$ cat src/rtl/stream_disp_route_pkg.sv
// rtl/stream_disp_route_pkg.sv - shared state type and width helper for the packet router
package stream_disp_route_pkg;

  typedef enum logic [1:0] {
    IDLE = 2'd0,
    FWD  = 2'd1,
    DROP = 2'd2
  } route_state_e;

  // Destination field width; a 2-output router still needs one bit.
  function automatic int dest_w(input int out_nb);
    return (out_nb <= 2) ? 1 : $clog2(out_nb);
  endfunction

endpackage

$ cat src/rtl/stream_disp_route_skid.sv
// rtl/stream_disp_route_skid.sv - 2-entry elastic buffer feeding one router output
module stream_disp_route_skid #(
  parameter int WIDTH = 256
) (
  input  logic             clk,
  input  logic             a_rst,
  input  logic [WIDTH-1:0] in_data,
  input  logic             in_vld,
  output logic             in_rdy,
  output logic [WIDTH-1:0] out_data,
  output logic             out_vld,
  input  logic             out_rdy
);

  logic [WIDTH-1:0] mem [2];
  logic [1:0]       cnt;
  logic             wr_ptr;
  logic             rd_ptr;
  logic             push;
  logic             pop;

  // Both handshake outputs come from registered occupancy only.
  assign in_rdy   = (cnt != 2'd2);
  assign out_vld  = (cnt != 2'd0);
  assign out_data = mem[rd_ptr];
  assign push     = in_vld & in_rdy;
  assign pop      = out_vld & out_rdy;

  always_ff @(posedge clk or posedge a_rst) begin
    if (a_rst) begin
      cnt    <= 2'd0;
      wr_ptr <= 1'b0;
      rd_ptr <= 1'b0;
    end else begin
      if (push) wr_ptr <= ~wr_ptr;
      if (pop)  rd_ptr <= ~rd_ptr;
      case ({push, pop})
        2'b10:   cnt <= cnt + 2'd1;
        2'b01:   cnt <= cnt - 2'd1;
        default: cnt <= cnt;
      endcase
    end
  end

  always_ff @(posedge clk) begin
    if (push) mem[wr_ptr] <= in_data;
  end

endmodule

$ cat src/rtl/stream_disp_route.sv
// rtl/stream_disp_route.sv - steers length-delimited packets to one of OUT_NB output streams
module stream_disp_route
  import stream_disp_route_pkg::*;
#(
  parameter int  OP_W   = 32,
  parameter int  COEF   = 8,
  parameter int  OUT_NB = 4,
  parameter int  LEN_W  = 8,
  localparam int DW     = dest_w(OUT_NB)
) (
  input  logic                                    clk,
  input  logic                                    a_rst,
  input  logic [COEF-1:0][OP_W-1:0]               in_data,
  input  logic [DW-1:0]                           in_dest,
  input  logic [LEN_W-1:0]                        in_len,
  input  logic                                    in_vld,
  output logic                                    in_rdy,
  output logic [OUT_NB-1:0][COEF-1:0][OP_W-1:0]   out_data,
  output logic [OUT_NB-1:0]                       out_vld,
  input  logic [OUT_NB-1:0]                       out_rdy,
  output logic                                    busy,
  output logic                                    err_dest
);

  localparam int WIDTH = COEF * OP_W;

  route_state_e      state;
  route_state_e      state_nxt;
  logic [LEN_W-1:0]  rem;
  logic [DW-1:0]     dest_q;
  logic [DW-1:0]     sel;
  logic              hdr_legal;
  logic              fwd_word;
  logic              sel_rdy;
  logic              accept;
  logic [OUT_NB-1:0] skid_rdy;

  assign hdr_legal = ({1'b0, in_dest} < (DW+1)'(OUT_NB));
  // The header carries the destination; later words follow the latched one.
  assign sel       = (state == IDLE) ? in_dest : dest_q;
  assign busy      = (state != IDLE);
  assign accept    = in_vld & in_rdy;

  always_comb begin
    sel_rdy = 1'b0;
    for (int d = 0; d < OUT_NB; d++) begin
      if (sel == DW'(d)) sel_rdy = skid_rdy[d];
    end
  end

  always_ff @(posedge clk or posedge a_rst) begin
    if (a_rst) state <= IDLE;
    else       state <= state_nxt;
  end

  always_comb begin
    state_nxt = state;
    case (state)
      IDLE:      if (accept && in_len != '0) state_nxt = hdr_legal ? FWD : DROP;
      FWD, DROP: if (accept && rem == LEN_W'(1)) state_nxt = IDLE;
      default:   state_nxt = IDLE;
    endcase
  end

  always_comb begin
    in_rdy   = 1'b1;
    fwd_word = 1'b0;
    case (state)
      IDLE: begin
        fwd_word = hdr_legal;
        in_rdy   = hdr_legal ? sel_rdy : 1'b1;
      end
      FWD: begin
        fwd_word = 1'b1;
        in_rdy   = sel_rdy;
      end
      default: begin
        fwd_word = 1'b0;
        in_rdy   = 1'b1;
      end
    endcase
  end

  always_ff @(posedge clk or posedge a_rst) begin
    if (a_rst) begin
      rem      <= '0;
      dest_q   <= '0;
      err_dest <= 1'b0;
    end else begin
      // Illegal headers are always accepted, so in_vld alone marks the drop.
      err_dest <= (state == IDLE) && in_vld && !hdr_legal;
      if (accept) begin
        if (state == IDLE) begin
          rem <= in_len;
          if (hdr_legal) dest_q <= in_dest;
        end else begin
          rem <= rem - LEN_W'(1);
        end
      end
    end
  end

  for (genvar d = 0; d < OUT_NB; d++) begin : g_out
    logic vld_d;
    assign vld_d = in_vld & fwd_word & (sel == DW'(d));

    stream_disp_route_skid #(
      .WIDTH (WIDTH)
    ) u_skid (
      .clk      (clk),
      .a_rst    (a_rst),
      .in_data  (in_data),
      .in_vld   (vld_d),
      .in_rdy   (skid_rdy[d]),
      .out_data (out_data[d]),
      .out_vld  (out_vld[d]),
      .out_rdy  (out_rdy[d])
    );
  end

endmodule
$ cat config.mk
export PLATFORM = sky130hd
export DESIGN_NAME = stream_disp_route
export DESIGN_NICKNAME = d
export VERILOG_FILES = /design/src/rtl/stream_disp_route_pkg.sv /design/src/rtl/stream_disp_route_skid.sv /design/src/rtl/stream_disp_route.sv
export SDC_FILE = /design/constraint.sdc
export NUM_CORES = 2
export LEC_CHECK = 0
export CORE_AREA = 10 10 499 501
export DETAILED_ROUTE_END_ITERATION = 7
export DIE_AREA = 0 0 509 511
export PLACE_DENSITY_LB_ADDON = 0.05
export SLEW_MARGIN = 0
export SYNTH_ARGS = -nofsm -noshare
export SYNTH_HDL_FRONTEND = slang
export SYNTH_SLANG_ARGS = --single-unit
$ cat constraint.sdc
create_clock -name clk -period 21.9 [get_ports clk]
set_clock_uncertainty 0.1 [all_clocks]
set_input_delay 2.19 -clock clk [delete_from_list [all_inputs] [get_ports clk]]
set_output_delay 2.19 -clock clk [all_outputs]
set_load 0.01 [all_outputs]
# Word-level counts from Yosys, hierarchy flattened
# Memories as Yosys holds them, arrays and structs flattened.
# Index checks and enable logic that the tools add are counted.
[totals]
n_memories = 4
output_inout_bits = 1031
regBits = 28
inputBits = 273
elab_cells = 110
ram_bits = 2048
[classes]
reduce_logical = 17
addsub = 9
bitwise = 22
eq_ne = 20
n_mux = 23
[memory_table]
columns = ["memory", "depth", "width", "read_ports", "rd_clocked_by_memory_dff", "write_ports", "line", "text"]
rows = [
  ["g_out[0].u_skid.mem", 2, 256, 1, 0, 1, "stream_disp_route_skid.sv:15", "logic [WIDTH-1:0] mem [2];"],
  ["g_out[1].u_skid.mem", 2, 256, 1, 0, 1, "stream_disp_route_skid.sv:15", ""],
  ["g_out[2].u_skid.mem", 2, 256, 1, 0, 1, "stream_disp_route_skid.sv:15", ""],
  ["g_out[3].u_skid.mem", 2, 256, 1, 0, 1, "stream_disp_route_skid.sv:15", ""],
]
[ops]
columns = ["operator", "count"]
rows = [
  ["$pmux W2 S2", 5],
  ["$reduce_bool A2 Y1", 9],
  ["$and A1 B1 Y1", 14],
  ["$eq A2 B2 Y1 const B", 7],
  ["$mux W1", 14],
  ["$eq A2 B1 Y1 const B", 6],
  ["$ne A2 B2 Y1 const B", 5],
  ["$add A2 B1 Y2 const B", 4],
  ["$eq A8 B1 Y1 const B", 1],
  ["$mux W8", 1],
  ["$not A1 Y1", 8],
  ["$reduce_bool A8 Y1", 1],
  ["$sub A2 B1 Y2 const B", 4],
  ["$sub A8 B1 Y8 const B", 1],
  ["$mux W2", 3],
  ["$logic_not A2 Y1", 2],
  ["$reduce_or A2 Y1", 2],
  ["$logic_and A1 B1 Y1", 2],
  ["$ne A2 B1 Y1 const B", 1],
  ["$reduce_and A2 Y1", 1],
]

# Longest topological paths before layout
[logic_depth]
depth_word = 12
ltp_mapped = 9
ltp_nobuf = 7

# By module
# From an unflattened synthesis, not the netlist that was laid out.
[unflattened]
hier_cells = 3354
hier_area_um2 = 79510.0
[by_module_without_submodules]
columns = ["mod", "area_each_um2", "instances", "cells_per_inst"]
rows = [
  ["stream_disp_route_skid", 19681.4, 4, 815],
  ["stream_disp_route", 784.5, 1, 94],
]

# Worst setup path after synthesis
# Ideal clock, no wire load.
[synth_timing]
kind = "input port to flip-flop"
start = "in in_dest[1]"
end = "mem g_out[3].u_skid.mem[0][0], enable pin"
path_slack_ns = 7.172
path_buffers = 1
arrival_time_ns = 13.748
path_stages = 5
setup_ns = 0.880
path_cell_list = "mux2i_1 -> nand2b_4 -> or3b_2 -> buf_2 -> nor2_1"
[synth_via]
elab_chain_len = 6
[synth_rtl]
columns = ["element", "line", "text"]
rows = [
  ["start: declaration", "stream_disp_route.sv:14", "input logic [DW-1:0] in_dest,"],
  ["$mux W2", "--", ""],
  ["$eq A2 B2 Y1", "stream_disp_route.sv:105", "assign vld_d = in_vld & fwd_word & (sel == DW'(d));"],
  ["$and A1 B1 Y1", "stream_disp_route.sv:105", ""],
  ["$and A1 B1 Y1", "stream_disp_route_skid.sv:26", "assign push = in_vld & in_rdy;"],
  ["$mux W1", "stream_disp_route_skid.sv:46", "if (push) mem[wr_ptr] <= in_data;"],
  ["$mux W1 (implied by the code)", "stream_disp_route_skid.sv:46", ""],
  ["end: declaration", "stream_disp_route_skid.sv:15", ""],
]
# Every way passes these cells.

==> run summary <==
Row count: 180
Area growth, synth to finish: 31.8%
Setup CP Type: flip-flop to output port
Slew headroom: 0.194
Total global-route track usage: 0.190
Leakage: 31.9 nW
Synth cell types: 45
I/O pin cnt: 1,304
Cells after Synth: 3,350
Fill cells: 21,478
Number of H-tree levels: 4
Worst Hold Path EP: g_out[2].u_skid.cnt[1]
# Max-Cap Violations: 0
Post-Syn Area: 75,100 um2
Critical Path AT: 4.90 ns
Crit path time final: 7.19 ns
DR pass1 iterations: 4
Largest area contributor in the synthesized netlist: edfxtp_1
Final global-route overflow total: 0
Footprint of the multi-input gates: 12,400 um2
#FFs+latches synth: 2,075
F_max: 0.139 GHz
Unrepaired setup endpoints after global routing: no
Die Width: 509 um
Via count: 38,098
Max FO, Critical Path: 50
First-pass GRT wire length: 345,000 um
Slew Limit Fails: 0
Power Total: 12.8 mW
Top cell type's share of synthesized area: 0.819
Setup_tns: 0 ns
Post-synth EDFFs: 2,048
Nets: 5,089
Number of port buffers: 1,302
Fraction of registers with async set or reset after synthesis: 0.0130
Worst setup SP type: flip-flop
Number of global-route vias before repair: 39,364
Dpl cells: 7,765
Layout cell share with drive strength beyond 1: 0.274
CP max-delay cell: buf_4
Commonest non-fill, non-tap cells in the layout: edfxtp_1 (2,048), clkdlybuf4s50_1 (1,302), mux2_2 (1,024), clkbuf_16 (232), clkbuf_1 (89)
Tcrit/Tclk final: 0.328
Post-CTS resize count: 0
Gpl congestion: 0.764
Yosys warnings: 0
Crit path required time: 19.61 ns
CTS tree: yes
Fin worst setup slack: 14.71 ns
Initial antenna violation count: 21
Die area: 260,000 um2
FF-to-FF path depth: 8
Hold Fails Final Rpt: 0
Hold path depth: 1
Setup WS pre-CTS: 14.63 ns
Reg-to-Reg Start: state[0]
Reg2reg setup slack: 16.94 ns
Initial Util: 0.314
DRC Markers: 0
Post-Layout Cell Count: 8,194
Core area: 239,000 um2
Critical Path Start: g_out[2].u_skid.rd_ptr
Clk root buf: clkbuf_16
Critical-path cell list: buf_4, buf_4, buf_4, mux2_2, clkdlybuf4s50_1
Die Ht: 511 um
Worst-skew pair later-pin latency: 0.85 ns
Clk sinks: 2,075
Final setup vio count: 0
Outcome: finished, final reports clean
Peak VDD IR: 0.0736 mV
Register Area: 62,200 um2
Min Hold Slack: 0.388 ns
Pwr/cell area: 129 nW/um2
Hold buffer count at CTS: 0
Max incr delay on CP: 0.79 ns
FF-to-FF End: g_out[3].u_skid.mem[0][121]
DRT Wirelength: 257,000 um
Drt initial violations: 2,722
Clock tree buffer depth: 3
Most frequent CP cell: buf_4
Worst-path clk slew: 0.06 ns
Worst-margin pin slew: 1.21 ns
Pin count of the biggest net entering global routing: 113
Hpwl dp: 180,000 um
Mapped Nets: 3,629
Post-synthesis sequential area ratio: 0.828
Leading register cell type out of synthesis: edfxtp_1
Routed WL per cell: 31.3 um
Critical path capture point type: output port
Synth top area cells: edfxtp_1 (82%), mux2_2 (15%), dfrtp_1 (0.90%), clkbuf_1 (0.50%), xnor2_1 (0.14%)
Worst Min Path Start: g_out[2].u_skid.cnt[1]
Final ANT Viol Nets: 0
Vias per cell: 4.65
TritonCTS Buffers: 228
Avg Cell Area, Syn: 22.4 um2
Commonest non-fill, non-tap cell in the layout: edfxtp_1
Worst Hold Class: flip-flop to flip-flop
Post-CTS setup buffers: 0
## worst max path at each step
stage / endpoint
final: out_data[646]
after global routing: out_data[366]
after CTS: out_data[687]
after detailed placement: g_out[3].u_skid.mem[0][119]
after global placement: g_out[3].u_skid.mem[0][119]
after floorplan: g_out[3].u_skid.mem[0][0]
## cell usage after synthesis, types with 2 or more instances
cell          n
a21oi_1       9
and2_1        4
buf_2        17
buf_4         5
buf_6         2
clkbuf_1    100
dfrtp_1      27
edfxtp_1   2048
ha_1          6
inv_1         7
mux2_2     1024
mux2i_1       4
nand2_1      12
nand2b_1      5
nand3_1       4
nor2_1       14
nor3_1        3
nor4_1        2
o21ai_0       9
o2bb2ai_1     2
or2_2         4
xnor2_1      12
xor2_1        8
## metal layers
| metal | share of wire | GRT usage |
|---|---|---|
| met1 | 0.39 | 0.220 |
| met2 | 0.51 | 0.337 |
| met3 | 0.076 | 0.0652 |
| met4 | 0.025 | 0.0477 |
| met5 | 0.00036 | 0 |
## worst max-delay path, delay by kind of cell (launching register included)
| kind | cells | cell delay [ns] |
|---|---|---|
| buffers and inverters | 4 | 2.80 |
| multiplexers | 1 | 0.40 |
| flip-flops | 1 | 0.69 |
## stage by stage
| step | util | area, um2 |
|---|---|---|
| finish | 0.414 | 99000 |
| CTS | 0.414 | 99000 |
| floorplan | - | 75100 |
| global route | 0.414 | 99000 |
| global placement | 0.385 | 92100 |
| detailed placement | 0.385 | 92100 |
## sequential cells by signal, indices dropped and copies added, names as in the netlist
| name | cells |
|---|---|
| g_out.u_skid.mem | 2048 |
| g_out.u_skid.cnt | 8 |
| rem | 8 |
| g_out.u_skid.rd_ptr | 4 |
| g_out.u_skid.wr_ptr | 4 |
| dest_q | 2 |
| state | 1 |
## where the power goes
| group | total [mW] | leakage (nW) | internal [mW] | switching [mW] |
|---|---|---|---|---|
| logic | 4.16 | 9.76 | 1.94 | 2.22 |
| registers | 5.04 | 18.9 | 4.88 | 0.160 |
| clock network | 3.56 | 3.31 | 2.00 | 1.55 |
| total | 12.8 | 31.9 | 8.83 | 3.93 |
## cell families (layout without fill, tap and decap cells)
kind of cell | after synthesis | count (layout) | synth area share
buffers and inverters | 133 | 1787 | 0.00738
XOR/XNOR | 20 | 20 | 0.00233
AND/OR/NAND/NOR | 58 | 58 | 0.00408
other | 1 | 6 | 0.0000500
adder cells (fa/ha/maj) | 6 | 6 | 0.00100
flip-flops | 2075 | 2075 | 0.828
AO/OA/AOI/OAI | 27 | 27 | 0.00233
multiplexers | 1030 | 1030 | 0.155
## layout make-up
class / instances / area share
Multi-Input combinational cell: 1142 / 0.125
Clock inverter: 99 / 0.00678
Antenna cell: 5 / 0.000126
Sequential cell: 2075 / 0.628
Inverter: 8 / 0.000303
Tap cell: 3185 / 0.0403
Clock buffer: 325 / 0.0626
Timing Repair Buffer: 1355 / 0.136
Note: power is estimated with default switching activity, not from simulation.
